--- config.mk ---
export PLATFORM = sky130hd
export DESIGN_NAME = brick_hit_controller
export DESIGN_NICKNAME = d
export VERILOG_FILES = /design/src/rtl/brick_hit_controller_pkg.sv /design/src/rtl/brick_grid_sweeper.sv /design/src/rtl/brick_hit_controller.sv
export SDC_FILE = /design/constraint.sdc
export NUM_CORES = 1
export LEC_CHECK = 0
export ABC_AREA = 1
export CAP_MARGIN = 20
export CORE_MARGIN = 2
export CORE_UTILIZATION = 51
export CTS_BUF_LIST = sky130_fd_sc_hd__clkbuf_2 sky130_fd_sc_hd__clkbuf_4 sky130_fd_sc_hd__clkbuf_8
export CTS_CLUSTER_DIAMETER = 200
export DETAILED_ROUTE_END_ITERATION = 10
export PLACE_DENSITY = 0.78
export SYNTH_ARGS = -nofsm -noshare
export SYNTH_HDL_FRONTEND = slang
export SYNTH_SLANG_ARGS = --single-unit
--- constraint.sdc ---
create_clock -name clk -period 1.7 [get_ports clk]
set_input_delay 0.34 -clock clk [delete_from_list [all_inputs] [get_ports clk]]
set_output_delay 0.34 -clock clk [all_outputs]
set_load 0.02 [all_outputs]
--- src/rtl/brick_hit_controller_pkg.sv ---
// Shared types and constants for the brick hit controller and its grid sweeper.
// Holds the FSM state encoding, health levels, default geometry and the saturating decrement.
package brick_hit_controller_pkg;

  typedef enum logic [2:0] {
    S_IDLE,
    S_INIT,
    S_RD_WAIT,
    S_EVAL,
    S_WRITE,
    S_DONE
  } state_e;

  localparam logic [1:0] HEALTH_NONE = 2'd0;
  localparam logic [1:0] HEALTH_MAX  = 2'd3;

  localparam int         DEF_GRID_W  = 16;
  localparam int         DEF_GRID_H  = 16;
  localparam logic [9:0] DEF_BRICK_W = 10'd40;
  localparam logic [9:0] DEF_BRICK_H = 10'd15;

  // Live-brick counter never wraps below zero.
  function automatic logic [8:0] sat_dec9(input logic [8:0] v);
    return (v == 9'd0) ? 9'd0 : v - 9'd1;
  endfunction

endpackage

--- src/rtl/brick_grid_sweeper.sv ---
// Row-major cell walker for grid fill: column and row counters plus x/y accumulators.
// Outputs the coordinates of the next cell and flags when the current cell is the last one.
module brick_grid_sweeper
  import brick_hit_controller_pkg::*;
#(
  parameter int         GRID_W  = DEF_GRID_W,
  parameter int         GRID_H  = DEF_GRID_H,
  parameter logic [9:0] BRICK_W = DEF_BRICK_W,
  parameter logic [9:0] BRICK_H = DEF_BRICK_H,
  parameter logic [9:0] X0      = 10'd0,
  parameter logic [9:0] Y0      = 10'd0
) (
  input  logic       clk,
  input  logic       reset,
  input  logic       clr_i,
  input  logic       en_i,
  output logic [9:0] x_nxt_o,
  output logic [9:0] y_nxt_o,
  output logic       last_cell_o
);

  localparam logic [7:0] COL_LAST = 8'(GRID_W - 1);
  localparam logic [7:0] ROW_LAST = 8'(GRID_H - 1);

  logic [7:0] col_q, col_d, row_q, row_d;
  logic [9:0] x_q, x_d, y_q, y_d;
  logic       wrap;

  assign wrap = (col_q == COL_LAST);

  // Pitch is accumulated rather than multiplied; sums truncate modulo 1024.
  always_comb begin
    col_d = col_q + 8'd1;
    x_d   = x_q + BRICK_W;
    row_d = row_q;
    y_d   = y_q;
    if (wrap) begin
      col_d = 8'd0;
      x_d   = X0;
      row_d = row_q + 8'd1;
      y_d   = y_q + BRICK_H;
    end
  end

  always_ff @(posedge clk) begin
    if (reset || clr_i) begin
      col_q <= 8'd0;
      row_q <= 8'd0;
      x_q   <= X0;
      y_q   <= Y0;
    end else if (en_i) begin
      col_q <= col_d;
      row_q <= row_d;
      x_q   <= x_d;
      y_q   <= y_d;
    end
  end

  assign x_nxt_o     = x_d;
  assign y_nxt_o     = y_d;
  assign last_cell_o = wrap && (row_q == ROW_LAST);

endmodule

--- src/rtl/brick_hit_controller.sv ---
// Sequencer for the brick health store: grid fill, read-modify-write hits, live brick count.
// All store-facing outputs and status pulses are registered in a single FSM process.
module brick_hit_controller
  import brick_hit_controller_pkg::*;
#(
  parameter int         GRID_W       = DEF_GRID_W,
  parameter int         GRID_H       = DEF_GRID_H,
  parameter logic [9:0] BRICK_W      = DEF_BRICK_W,
  parameter logic [9:0] BRICK_H      = DEF_BRICK_H,
  parameter logic [9:0] X0           = 10'd0,
  parameter logic [9:0] Y0           = 10'd0,
  parameter logic [1:0] INIT_HEALTH  = HEALTH_MAX,
  parameter int         READ_LATENCY = 1
) (
  input  logic       clk,
  input  logic       reset,
  input  logic       init_start,
  input  logic       hit_req,
  input  logic [9:0] hit_x,
  input  logic [9:0] hit_y,
  output logic       busy,
  output logic       init_done,
  output logic       hit_done,
  output logic       hit_valid,
  output logic       brick_broken,
  output logic [8:0] bricks_left,
  output logic       all_cleared,
  output logic [9:0] mem_x,
  output logic [9:0] mem_y,
  output logic       mem_wren,
  output logic [1:0] mem_health_w,
  input  logic [1:0] mem_health_r
);

  localparam logic [8:0] START_COUNT =
    (INIT_HEALTH == HEALTH_NONE) ? 9'd0 : 9'(GRID_W * GRID_H);
  localparam logic [7:0] LAT_LAST = 8'(READ_LATENCY - 1);

  state_e     state_q;
  logic       busy_q, init_done_q, hit_done_q, hit_valid_q, brick_broken_q;
  logic       mem_wren_q, inited_q;
  logic [9:0] mem_x_q, mem_y_q;
  logic [1:0] mem_health_w_q, h_q;
  logic [8:0] bricks_left_q;
  logic [7:0] lat_q;

  logic       sw_clr, sw_en, sw_last;
  logic [9:0] sw_x_nxt, sw_y_nxt;

  assign sw_clr = (state_q == S_IDLE) && init_start;
  assign sw_en  = (state_q == S_INIT) && !sw_last;

  brick_grid_sweeper #(
    .GRID_W (GRID_W),
    .GRID_H (GRID_H),
    .BRICK_W(BRICK_W),
    .BRICK_H(BRICK_H),
    .X0     (X0),
    .Y0     (Y0)
  ) u_sweeper (
    .clk        (clk),
    .reset      (reset),
    .clr_i      (sw_clr),
    .en_i       (sw_en),
    .x_nxt_o    (sw_x_nxt),
    .y_nxt_o    (sw_y_nxt),
    .last_cell_o(sw_last)
  );

  always_ff @(posedge clk) begin
    if (reset) begin
      state_q        <= S_IDLE;
      busy_q         <= 1'b0;
      init_done_q    <= 1'b0;
      hit_done_q     <= 1'b0;
      hit_valid_q    <= 1'b0;
      brick_broken_q <= 1'b0;
      mem_wren_q     <= 1'b0;
      mem_x_q        <= 10'd0;
      mem_y_q        <= 10'd0;
      mem_health_w_q <= 2'd0;
      h_q            <= 2'd0;
      lat_q          <= 8'd0;
      inited_q       <= 1'b0;
      bricks_left_q  <= 9'd0;
    end else begin
      init_done_q    <= 1'b0;
      hit_done_q     <= 1'b0;
      hit_valid_q    <= 1'b0;
      brick_broken_q <= 1'b0;
      unique case (state_q)
        S_IDLE: begin
          if (init_start) begin
            state_q        <= S_INIT;
            busy_q         <= 1'b1;
            mem_x_q        <= X0;
            mem_y_q        <= Y0;
            mem_wren_q     <= 1'b1;
            mem_health_w_q <= INIT_HEALTH;
          end else if (hit_req) begin
            state_q    <= S_RD_WAIT;
            busy_q     <= 1'b1;
            mem_x_q    <= hit_x;
            mem_y_q    <= hit_y;
            mem_wren_q <= 1'b0;
            lat_q      <= 8'd0;
          end
        end
        S_INIT: begin
          if (sw_last) begin
            state_q       <= S_IDLE;
            busy_q        <= 1'b0;
            mem_wren_q    <= 1'b0;
            init_done_q   <= 1'b1;
            inited_q      <= 1'b1;
            bricks_left_q <= START_COUNT;
          end else begin
            mem_x_q <= sw_x_nxt;
            mem_y_q <= sw_y_nxt;
          end
        end
        S_RD_WAIT: begin
          if (lat_q == LAT_LAST) state_q <= S_EVAL;
          else                   lat_q   <= lat_q + 8'd1;
        end
        // Read data is valid here; the write is issued for exactly the WRITE cycle.
        S_EVAL: begin
          h_q            <= mem_health_r;
          mem_wren_q     <= (mem_health_r != HEALTH_NONE);
          mem_health_w_q <= mem_health_r - 2'd1;
          state_q        <= S_WRITE;
        end
        S_WRITE: begin
          mem_wren_q     <= 1'b0;
          hit_done_q     <= 1'b1;
          hit_valid_q    <= (h_q != HEALTH_NONE);
          brick_broken_q <= (h_q == 2'd1);
          if (h_q == 2'd1) bricks_left_q <= sat_dec9(bricks_left_q);
          state_q        <= S_DONE;
        end
        S_DONE: begin
          busy_q  <= 1'b0;
          state_q <= S_IDLE;
        end
        default: state_q <= S_IDLE;
      endcase
    end
  end

  assign busy         = busy_q;
  assign init_done    = init_done_q;
  assign hit_done     = hit_done_q;
  assign hit_valid    = hit_valid_q;
  assign brick_broken = brick_broken_q;
  assign bricks_left  = bricks_left_q;
  assign all_cleared  = inited_q && (bricks_left_q == 9'd0);
  assign mem_x        = mem_x_q;
  assign mem_y        = mem_y_q;
  assign mem_wren     = mem_wren_q;
  assign mem_health_w = mem_health_w_q;

endmodule

==> out/metrics.yaml <==
period_needed_ns: 1.79
dpl.hpwl_um: 8740
ys_seq_elements: 87
synthCells: 674
ys_types: 36
power.total_uw: 7010
syn_area_um2: 4490
status: "complete, but fails checks"
timing.fmax_mhz: 558
finalClockSkew_ns: 0.0129
ant_nets: 0
synth_compound_area_share_pct: 11.2
power.density_nw_per_um2: 1150
ir_drop_uv: 699
postPlaceCellArea_um2: 5610
die_h_um: 97.8
worst_pin_slew_ns: 0.321
synth_largest_type_area_fraction_pct: 38.8
cp_common_cell: "nor2_4"
grt_max_degree: 21
synth_area_leaders: "dfxtp_1 39%, nand2_1 14%, nor2_1 8.3%, nand3_1 7.6%, inv_1 6.4%"
setup_ws_ns: -0.0929
first_pass_iters: 5
path_cells: "inv_2 > ha_4 > nand3_4 > nor2_4 > nand2_2 > nor2_4 > buf_6"
drc: 0
synthAdderAreaFrac_pct: 2.23
hold_slack_ns: 0.428
drive_gt1_share_pct: 16.8
root_buffer: "clkbuf_8"
antenna_found_initial: 0
ys_seq_area_share_pct: 38.8
worstPathMaxFanout: 2
maxSlewViolCount: 0
cp-end-kind: "output pin"
n_antenna_cell: 0
grt_usage_pct: 24.5
synthMuxAreaShare_pct: 0
place_congestion: 0.922
die_x_um: 97.8
synth-xor-area-share_pct: 2.34
drtIter0Drc: 227
design_area_um2: 6120
start_kind: "flip-flop"
path_class: "flip-flop to output pin"
rows: 34
hold_buffers: 0
core_area_um2: 8640
setup_tns_ns: -0.0929
required_ns: 1.36
viasPerCell: 5.23
synth_top_family_by_area: "simple AND/OR/NAND/NOR gates"
yosys.area_share.simple_pct: 35.7
ys_warn_count: 0
path_clk_slew_ns: 0.09
via_count: 4791
grt_pass1_vias: 4621
hp-class: "flip-flop to flip-flop"
wl_um: 12000
cts_tree: "yes"
pin_count: 64
grt_pass1_wl_um: 19600
failed_checks: "negative setup slack"
cts_inserted_buffers: 9
overflow: 0
avgSynthCellArea_um2: 6.66
portBuffers: 63
syn-num-nets: 708
finish.utilization_pct: 70.9
area_delta_synth_final_pct: 36.4
cts_max_level: 3
routedWlPerCell_um: 13.1
clk_latency_ns: 0.36
crit_slowest_cell: "dfxtp_2"
cap_violations: 0
crit_path_max_incr_delay_ns: 0.33
power_leakage_uw: 0.00284
cts_buffer_depth: 2
yosysTopAreaCell: "dfxtp_1"
grt_setup_unrepaired: "true"
die_area_um2: 9570
start_util_pct: 52.0
final_net_count: 837
post-route-period-util_pct: 105
slew_headroom_pct: 78.4
cp_data_arrival_time_ns: 1.45
finalSetupViolCount: 1
cts.sinks: 87
finalHoldViolations: 0
[power breakdown]
group	switching [µW]	leakage [µW]	total, µW	internal, µW
clock network	741	0.0000994	1430	690
logic	1770	0.00203	2990	1220
registers	227	0.000710	2590	2360
[path summary, 6_finish.rpt]
check                                        start          endpoint  slack (ns)  cells after the start
worst max-delay path                bricks_left[0]       all_cleared       -0.09                      7
worst min-delay path              u_sweeper.x_q[2]  u_sweeper.x_q[2]        0.43                      2
worst max register to register  u_sweeper.col_q[1]  u_sweeper.y_q[6]        0.02                      8
worst min register to register    u_sweeper.x_q[2]  u_sweeper.x_q[2]        0.43                      2
[worst max-delay path: cells and delay by family (launching register included)]
family | cells | cell delay, ns
AND/OR/NAND/NOR | 4 | 0.41
adder cells (fa/ha/maj) | 1 | 0.15
buffers and inverters | 2 | 0.20
flip-flops | 1 | 0.33
[metrics by stage]
stage / setup slack, ns / cells
floorplan: 0.0547 / 674
global placement: -0.171 / 881
detailed placement: -0.202 / 881
CTS: -0.0964 / 902
global route: -0.166 / 916
finish: -0.0929 / 916
[timing repair]
| item | 4_1_cts | 5_1_grt |
|---|---|---|
| endpoints found under the setup margin | 33 | 58 |
| buffers inserted | 5 | 12 |
| cloned | 0 | 2 |
| gates resized for setup | 22 | 47 |
| pin swaps | 4 | 11 |
[layer usage]
layer | share of wire [%] | GRT usage, %
met5 | 0 | 0
met4 | 3.0 | 11.5
met3 | 4.3 | 4.51
met2 | 52 | 45.1
met1 | 41 | 27.0
[placed cells by master, fill, tap and decap left out, drive strengths merged, types with 8 or more instances in the layout]
cell / synthesis / routed
nand3: 70 / 70
nand4: 12 / 12
nor3: 10 / 10
xor2: 8 / 8
inv: 81 / 81
buf: 16 / 77
nand2: 172 / 172
clkbuf: 6 / 11
clkdlybuf4s50: 0 / 44
dlygate4sd2: 0 / 10
ha: 8 / 8
o21ai: 33 / 33
dlymetal6s2s: 0 / 8
dfxtp: 87 / 87
a21oi: 49 / 49
nor2: 102 / 102
[cells in the mapped netlist, drive strengths merged]
| library cell | n |
|---|---|
| a21oi | 49 |
| o21bai | 3 |
| nand2 | 172 |
| buf | 16 |
| nor2 | 102 |
| nand3 | 70 |
| o211ai | 2 |
| inv | 81 |
| xor2 | 8 |
| clkinv | 1 |
| a31oi | 1 |
| clkbuf | 6 |
| nor3 | 10 |
| dfxtp | 87 |
| o21ai | 33 |
| nand4 | 12 |
| nand3b | 4 |
| a211oi | 2 |
| o21a | 3 |
| xnor2 | 4 |
| ha | 8 |
[cell families after synthesis]
kind of cell | Yosys count
AO/OA/AOI/OAI | 93
buffers and inverters | 104
flip-flops | 87
AND/OR/NAND/NOR | 370
XOR/XNOR | 12
adder cells (fa/ha/maj) | 8
[cell type report]
cell class	count	area (µm²)
Clock inverter	6	61.3
Sequential cell	87	1750
Clock buffer	10	131
Timing Repair Buffer	140	1300
Multi-Input combinational cell	483	2440
Fill cell	697	2510
Tap cell	108	135
Inverter	82	310
[state kept, by name, summed over array words and instances, names as in the netlist]
| signal | count |
|---|---|
| bricks_left | 9 |
| u_sweeper.y_q | 10 |
| init_done | 1 |
| mem_wren | 1 |
| busy | 1 |
| mem_health_w | 2 |
| inited_q | 1 |
| mem_x | 10 |
| u_sweeper.x_q | 10 |
| u_sweeper.row_q | 8 |
| h_q | 2 |
| u_sweeper.col_q | 8 |
| hit_valid | 1 |
| state_q | 3 |
| hit_done | 1 |
| lat_q | 8 |
| mem_y | 10 |
| brick_broken | 1 |
(Power assumes the default switching activity.)
